===== config.mk =====
export PLATFORM = sky130hd
export DESIGN_NAME = mix_columns_seq_flat
export DESIGN_NICKNAME = d
export VERILOG_FILES = /design/src/rtl/mix_columns_seq_if.sv /design/src/rtl/mix_columns_seq.sv /design/src/flat_wrapper.sv
export SDC_FILE = /design/constraint.sdc
export NUM_CORES = 1
export LEC_CHECK = 0
export ABC_AREA = 0
export CORE_MARGIN = 10
export CORE_UTILIZATION = 54
export CTS_CLUSTER_SIZE = 28
export DETAILED_ROUTE_END_ITERATION = 8
export PLACE_DENSITY = 0.81
export SYNTH_ARGS = -nofsm -noshare
export SYNTH_HDL_FRONTEND = slang
export SYNTH_SLANG_ARGS = --single-unit

===== constraint.sdc =====
create_clock -name clk -period 4.7 [get_ports clk]
set_clock_uncertainty 0.1 [all_clocks]
set_input_delay 0.705 -clock clk [delete_from_list [all_inputs] [get_ports clk]]
set_output_delay 0.705 -clock clk [all_outputs]
set_load 0.01 [all_outputs]

===== src/rtl/mix_columns_seq_if.sv =====
// Handshake and data bus between ShiftRows, the MixColumns stage and AddRoundKey.
interface mix_columns_seq_if;
  logic         in_valid;
  logic         in_ready;
  logic [127:0] in_state;
  logic         in_inv;
  logic         in_bypass;
  logic         out_valid;
  logic         out_ready;
  logic [127:0] out_state;

  modport master (
    output in_valid, in_state, in_inv, in_bypass, out_ready,
    input  in_ready, out_valid, out_state
  );

  modport slave (
    input  in_valid, in_state, in_inv, in_bypass, out_ready,
    output in_ready, out_valid, out_state
  );
endinterface


===== src/rtl/mix_columns_seq.sv =====
// Column-serial AES MixColumns / InvMixColumns with final-round bypass.
// One 32-bit column per clock through a shared GF(2^8) column datapath.
module mix_columns_seq #(
  parameter int unsigned NCOL = 4
) (
  input logic               clk,
  input logic               rst_n,
  mix_columns_seq_if.slave  bus
);

  localparam int unsigned CW = $clog2(NCOL);
  localparam logic [CW-1:0] LAST_COL = CW'(NCOL - 1);

  typedef enum logic [1:0] {
    IDLE = 2'd0,
    BUSY = 2'd1,
    DONE = 2'd2
  } state_t;

  state_t         state_q, state_d;
  logic [CW-1:0]  col_q, col_d;
  logic [127:0]   data_q, data_d;
  logic           inv_q, inv_d;
  logic           byp_q, byp_d;
  logic [127:0]   res_q, res_d;

  logic [31:0]    col_in;
  logic [31:0]    col_out;

  function automatic logic [7:0] xtime(input logic [7:0] b);
    return {b[6:0], 1'b0} ^ (b[7] ? 8'h1b : 8'h00);
  endfunction

  // Multiply by a 4-bit constant: shift-and-add over the constant's bits.
  function automatic logic [7:0] gmul(input logic [7:0] a, input logic [3:0] k);
    logic [7:0] p;
    logic [7:0] t;
    p = '0;
    t = a;
    for (int unsigned i = 0; i < 4; i++) begin
      if (k[i]) p = p ^ t;
      t = xtime(t);
    end
    return p;
  endfunction

  assign bus.in_ready  = (state_q == IDLE);
  assign bus.out_valid = (state_q == DONE);
  assign bus.out_state = res_q;

  // Select the column addressed by the counter from the latched state.
  always_comb begin
    col_in = '0;
    for (int unsigned c = 0; c < NCOL; c++) begin
      if (col_q == CW'(c)) col_in = data_q[(NCOL-1-c)*32 +: 32];
    end
  end

  // Shared column datapath; row r uses the row-0 coefficients rotated right by r.
  always_comb begin
    logic [3:0] coef [4];
    logic [7:0] a    [4];
    logic [7:0] acc;
    col_out = '0;
    acc     = '0;
    if (inv_q) begin
      coef[0] = 4'he; coef[1] = 4'hb; coef[2] = 4'hd; coef[3] = 4'h9;
    end else begin
      coef[0] = 4'h2; coef[1] = 4'h3; coef[2] = 4'h1; coef[3] = 4'h1;
    end
    for (int unsigned j = 0; j < 4; j++) a[j] = col_in[31-8*j -: 8];
    for (int unsigned r = 0; r < 4; r++) begin
      acc = '0;
      for (int unsigned j = 0; j < 4; j++) acc = acc ^ gmul(a[j], coef[(j + 4 - r) % 4]);
      col_out[31-8*r -: 8] = byp_q ? a[r] : acc;
    end
  end

  // Next-state logic: FSM, column counter, input latch and result slot write.
  always_comb begin
    state_d = state_q;
    col_d   = col_q;
    data_d  = data_q;
    inv_d   = inv_q;
    byp_d   = byp_q;
    res_d   = res_q;
    unique case (state_q)
      IDLE: begin
        if (bus.in_valid) begin
          state_d = BUSY;
          col_d   = '0;
          data_d  = bus.in_state;
          inv_d   = bus.in_inv;
          byp_d   = bus.in_bypass;
        end
      end
      BUSY: begin
        for (int unsigned c = 0; c < NCOL; c++) begin
          if (col_q == CW'(c)) res_d[(NCOL-1-c)*32 +: 32] = col_out;
        end
        col_d = col_q + CW'(1);
        if (col_q == LAST_COL) begin
          col_d   = '0;
          state_d = DONE;
        end
      end
      DONE: begin
        if (bus.out_ready) state_d = IDLE;
      end
      default: state_d = IDLE;
    endcase
  end

  // State registers with asynchronous active-low clear.
  always_ff @(posedge clk or negedge rst_n) begin
    if (!rst_n) begin
      state_q <= IDLE;
      col_q   <= '0;
      data_q  <= '0;
      inv_q   <= 1'b0;
      byp_q   <= 1'b0;
      res_q   <= '0;
    end else begin
      state_q <= state_d;
      col_q   <= col_d;
      data_q  <= data_d;
      inv_q   <= inv_d;
      byp_q   <= byp_d;
      res_q   <= res_d;
    end
  end

endmodule


===== src/flat_wrapper.sv =====
// flat-port wrapper written by rule: the top's interface ports become plain ports
module mix_columns_seq_flat 
#(
  parameter int unsigned NCOL = 4
)
  (clk, rst_n, bus_in_valid, bus_in_state, bus_in_inv, bus_in_bypass, bus_out_ready, bus_in_ready, bus_out_valid, bus_out_state);
  mix_columns_seq_if bus_i ();
  input logic clk;
  input logic rst_n;
  input wire logic [$bits(bus_i.in_valid)-1:0] bus_in_valid;
  input wire logic [$bits(bus_i.in_state)-1:0] bus_in_state;
  input wire logic [$bits(bus_i.in_inv)-1:0] bus_in_inv;
  input wire logic [$bits(bus_i.in_bypass)-1:0] bus_in_bypass;
  input wire logic [$bits(bus_i.out_ready)-1:0] bus_out_ready;
  output wire logic [$bits(bus_i.in_ready)-1:0] bus_in_ready;
  output wire logic [$bits(bus_i.out_valid)-1:0] bus_out_valid;
  output wire logic [$bits(bus_i.out_state)-1:0] bus_out_state;
  assign bus_i.in_valid = bus_in_valid;
  assign bus_i.in_state = bus_in_state;
  assign bus_i.in_inv = bus_in_inv;
  assign bus_i.in_bypass = bus_in_bypass;
  assign bus_i.out_ready = bus_out_ready;
  assign bus_in_ready = bus_i.in_ready;
  assign bus_out_valid = bus_i.out_valid;
  assign bus_out_state = bus_i.out_state;
  mix_columns_seq #(.NCOL(NCOL)) u_core (.clk(clk), .rst_n(rst_n), .bus(bus_i));
endmodule

-- After elaboration in Yosys (flattened, before gate mapping)
Index checks and enable logic that the tools add are counted.
- flip-flop bits (word level): 262
- output and inout bits: 130
- logic and storage cells: 192
- add/subtract/negate cells: 1
- equal/unequal tests: 8
- muxes and demuxes: 92
- bitwise operators: 72
- reductions and logical operators: 10
- operator list (cell ; count):
    8-bit bitwise XOR ; 71
    8-bit 2-to-1 mux ; 68
    32-bit 2-to-1 mux ; 4
    5-bit 2-to-1 mux ; 12
    16-bit 2-to-1 mux ; 1
    2-bit AND reduction ; 6
    2-bit 2-to-1 mux ; 5
    8-bit by 5-bit bitwise XOR with 8-bit output ; 1
    2-bit equality test, second input constant ; 3
    2-bit one-hot mux with 3 select lines ; 1
    2-bit by 1-bit equality test with 1-bit output, second input constant ; 2
    2-bit zero test ; 2
    2-bit inequality test, second input constant ; 2
    2-bit one-hot mux with 2 select lines ; 1
    3-bit AND reduction ; 1
    2-bit by 1-bit adder with 2-bit output, second input constant ; 1
    2-bit by 1-bit inequality test with 1-bit output, second input constant ; 1
    2-bit nonzero test ; 1

-- Depth between registers and ports, before layout
- word-level depth: 17
- gate-level depth with buffers: 16
- mapped depth without buffers: 11

-- Worst setup path after synthesis
OpenSTA, ideal clock, no wires.
- path type: reg2reg
- start: reg u_core.col_q[0]
- end: reg u_core.res_q[123], in the netlist u_core.bus.out_state[123]
- arrival: 3.231 ns
- required time: 4.469 ns
- setup slack: 1.239 ns
- stages on the path, launching flop included: 14
- period minus slack after synthesis: 3.461 ns
- cell sequence: dfrtp_1 > inv_1 > ha_1 > buf_6 > or2_1 > buf_6 > a211oi_1 > a211oi_1 > or4_1 > a211oi_1 > nand2b_1 > mux2_1 > xnor2_1 > o21ai_1
- cells in the longest elaborated chain, start to end: 17
- elaborated cells on any way between the ends: 65
- ends and longest elaborated chain (what ; RTL line ; text):
    from (decl) ; mix_columns_seq.sv:21 ; logic [CW-1:0] col_q, col_d;
    from (signal assigned) ; mix_columns_seq.sv:125 ; col_q <= col_d;
    2-bit zero test ; mix_columns_seq.sv:55, mix_columns_seq.sv:99 ;
    32-bit 2-to-1 mux (4 in series) ; mix_columns_seq.sv:55 ; if (col_q == CW'(c)) col_in = data_q[(NCOL-1-c)*32 +: 32];
    5-bit 2-to-1 mux ; mix_columns_seq.sv:31 ; return {b[6:0], 1'b0} ^ (b[7] ? 8'h1b : 8'h00);
    8-bit bitwise XOR ; mix_columns_seq.sv:31 ;
    8-bit bitwise XOR ; mix_columns_seq.sv:41 ; if (k[i]) p = p ^ t;
    8-bit 2-to-1 mux ; mix_columns_seq.sv:41 ;
    8-bit bitwise XOR ; mix_columns_seq.sv:41 ;
    8-bit 2-to-1 mux ; mix_columns_seq.sv:41 ;
    8-bit bitwise XOR ; mix_columns_seq.sv:41 ;
    8-bit 2-to-1 mux ; mix_columns_seq.sv:41 ;
    8-bit bitwise XOR (3 in series) ; mix_columns_seq.sv:74 ; for (int unsigned j = 0; j < 4; j++) acc = acc ^ gmul(a[j], coef[(j + 4 - r) % 4]);
    8-bit 2-to-1 mux ; mix_columns_seq.sv:75 ; col_out[31-8*r -: 8] = byp_q ? a[r] : acc;
    to (signal assigned) ; mix_columns_seq.sv:129 ; res_q <= res_d;
    to (decl) ; mix_columns_seq.sv:25 ; logic [127:0] res_q, res_d;
Several ways; a longest one is shown, not always the timed one.
A chain may end at the register's enable or synchronous reset.

-- Final worst setup path
- start: reg u_core.col_q[0]
- end: reg u_core.res_q[100], in the netlist u_core.bus.out_state[100]
Same word-level chain as after synthesis.

==> run metrics <==
Rows between 60 and 70; Mapped Cells roughly 1400; Core ar. 27780 um^2; fillcell total 2098; Async S/R FF share, synth 100.0%; die width 187.9 um; Pre-antenna DRT Iters 7; clk buf depth 3; Slew Viols, Final 0; port bufs ~260; worst relative slew slack approximately 15%; crit-path max cell delay 0.57 ns; #FFs+latches synth 262; Final nets about 1800; vias per cell roughly 6.0; worst path required time between 5 and 6 ns; Final Hold Vio Count 0; placed inst area roughly 18000 um^2; Post-synth EDFFs 0; Resize count post-CTS 0; worst skew pair latency about 0.54 ns; number of global-route vias before repair 12420; Critical Path AT approximately 4.7 ns; cell taking the most area after synthesis dfrtp_1; unrepaired setup endpoints after global routing no; largest net degree at the start of global routing ~130; Initial Util between 50% and 60%; antenna violations before repair 1; CP startpoint kind flop; Cell Chain, Critical Path inv_1, ha_1, buf_4, inv_1, o221ai_1, and2_1, xor2_2, xnor2_1, xnor3_1, nor2_2, xnor3_1, o21ai_1; Max Fclk 227.8 MHz; setup TNS after final layout 0 ns; Slowest-stage cell, CP o221ai_1; Die Y-Extent 187.9 um; io pins ~260; share of cells above drive strength 1 17.17%; total gr overflow 0; fin util 68.78%; Root Driver clkbuf_16; gpl congestion between 0.9 and 1; Via Count 12220; H-tree depth 1; TritonCTS clock tree yes; dominant synthesized flop cell dfrtp_1; total track usage about a quarter; Hold Path Class input pin to asynchronous set/reset pin; Setup Viol. Count Final 0; worst-margin pin slew ~1.3 ns; DRT antenna net count 0; Synthesis Warnings 0; First DRT Iteration DRCs between 1000 and 1500; Synth area leaders dfrtp_1 (43%), mux2_2 (9.7%), xnor2_1 (5.2%); syn_area_per_cell ~11 um^2; sequential fraction of the synthesis area 43.09%; top-area cell type share of the netlist area 43.09%; Die ar. roughly 35000 um^2; Worst Setup End Kind flop; Synth Net Count approximately 1500; Max Cap Viol 0; CTS sink cnt about 260; Final HPWL DP between 30 and 40 mm; mapped cell area 15220 um^2; Crit Path Category flop to flop; area delta synth->final 25.57%; post-CTS setup buffer count 0; Post-Place Worst Slack 0.3887 ns; clk slew on worst S/H paths 0.07 ns; wire length of the first global-routing pass 73.66 mm; fin crit share 93.41%; CP max FO 12; DRC violations left 0; CTS Hold Bufs 0; Final Critical Period 4.390 ns; Synth cell types 79; status complete, no violations; ANT cells 0; WL/cell 23.43 um; total CTS buffers 27; Post-Route WL between 40 and 50 mm; fin worst setup slack 0.3096 ns; Design Area, Final around 19000 um^2
[flip-flops by register name, summed over array words and instances, names as in the netlist]
signal                flops
u_core.bus.out_state    128
u_core.state_q            2
u_core.byp_q              1
u_core.data_q           128
u_core.col_q              2
u_core.inv_q              1
[per-stage QoR]
stage,instances,hold slack (ns)
3_5_place_dp,1983,0.3657
5_1_grt,2032,0.2324
6_report,2032,0.1181
4_1_cts,2032,0.2092
3_3_place_gp,1983,0.3613
2_1_floorplan,1396,0.3094
[layer usage]
metal | track usage [%] | vias up | wire (um)
met5 | 0 | - | 0
met4 | 6.831 | 0 | 1160
met3 | 6.827 | 78 | 4423
met2 | 43.54 | 607 | 22610
met1 | 33.50 | 6041 | 19420
li1 | - | 5496 | -
[layout make-up]
type                    instances  area [um^2]  share of cell area, %
flip-flops and latches        262         6556                  34.31
multi-input cells            1040         8187                  42.84
repair buffers                296         2948                  15.43
well taps                     378        473.0                  2.475
inverters                       7        26.28                 0.1375
clock buffers                  34        752.0                  3.935
clock inverters                15        166.4                 0.8709
[layout by cell type (no fill, tap or decap), types with 11 or more instances in the layout]
| master | netlist | routed |
|---|---|---|
| o21ai_0 | 59 | 59 |
| o21a_1 | 11 | 11 |
| mux2_2 | 131 | 131 |
| nand2_1 | 142 | 142 |
| o31ai_1 | 17 | 17 |
| xnor2_1 | 90 | 90 |
| clkdlybuf4s50_1 | 0 | 262 |
| nand2b_1 | 16 | 16 |
| dfrtp_1 | 262 | 262 |
| and2_1 | 16 | 16 |
| a22oi_1 | 60 | 60 |
| xor2_1 | 22 | 22 |
| nand3b_1 | 15 | 15 |
| xnor3_1 | 33 | 33 |
| o211a_1 | 12 | 12 |
| a31oi_1 | 19 | 19 |
| a21oi_2 | 11 | 11 |
| o211ai_1 | 36 | 36 |
| mux2i_1 | 34 | 34 |
| o21ai_1 | 24 | 24 |
| a211oi_1 | 18 | 18 |
| nor2_1 | 100 | 99 |
| buf_4 | 7 | 28 |
| clkbuf_16 | 0 | 27 |
| a21oi_1 | 30 | 30 |
[critical path, delay by kind of cell, from the launching register on]
kind / cells / cell delay (ns)
and+or+nand+nor: 2 / 0.54
adders and majority gates: 1 / 0.33
DFF: 1 / 0.43
buffers and inverters: 3 / 0.65
AOI/OAI and AO/OA: 2 / 0.73
xor gates and xnor gates: 4 / 1.50
[path summary, 6_finish.rpt]
path	slack [ns]	cells past startpoint	start	endpoint
worst max-delay path	0.31	12	u_core.col_q[0]$_DFFE_PN0P_	u_core.bus.out_state[100]$_DFFE_PN0P_
worst min register to register	0.37	2	u_core.bus.out_state[96]$_DFFE_PN0P_	u_core.bus.out_state[96]$_DFFE_PN0P_
min in group clk	0.37	2	u_core.bus.out_state[96]$_DFFE_PN0P_	u_core.bus.out_state[96]$_DFFE_PN0P_
max in group asynchronous	3.32	2	rst_n	u_core.data_q[76]$_DFFE_PN0P_
worst min-delay path	0.12	1	rst_n	u_core.bus.out_state[50]$_DFFE_PN0P_
worst max register to register	0.31	12	u_core.col_q[0]$_DFFE_PN0P_	u_core.bus.out_state[100]$_DFFE_PN0P_
[Yosys cell counts, drive strengths merged, types with 3 or more instances]
cell type and instances:
inv 7, a2bb2oi 4, and3b 6, a311o 3, and2 16, o211a 13
o31ai 17, nand2b 16, a22o 4, nor2 113, mux2i 36, a211oi 26
ha 4, xnor3 35, buf 32, nand2 143, nor3b 5, and3 8
dfrtp 262, o21ai 85, o22ai 10, nor2b 8, a211o 6, a21oi 42
xnor2 100, a21o 3, o211ai 36, nor3 7, nand3b 15, a31oi 19
nand3 9, mux2 132, o21a 11, xor2 24, o221a 3, clkbuf 55
a22oi 61
[cell families after synthesis]
group           count (synthesis)  synth area share (%)
buf+inv                        94                 3.182
mux                           168                 12.30
simple gates                  356                 11.24
flops                         262                 43.09
compound gates                351                 16.47
fa+ha+maj                       4                0.3289
xor+xnor                      161                 13.39
Power of run 1 is not shown: default switching activity piles up to over one toggle a cycle in this logic, so the estimate is an artifact.
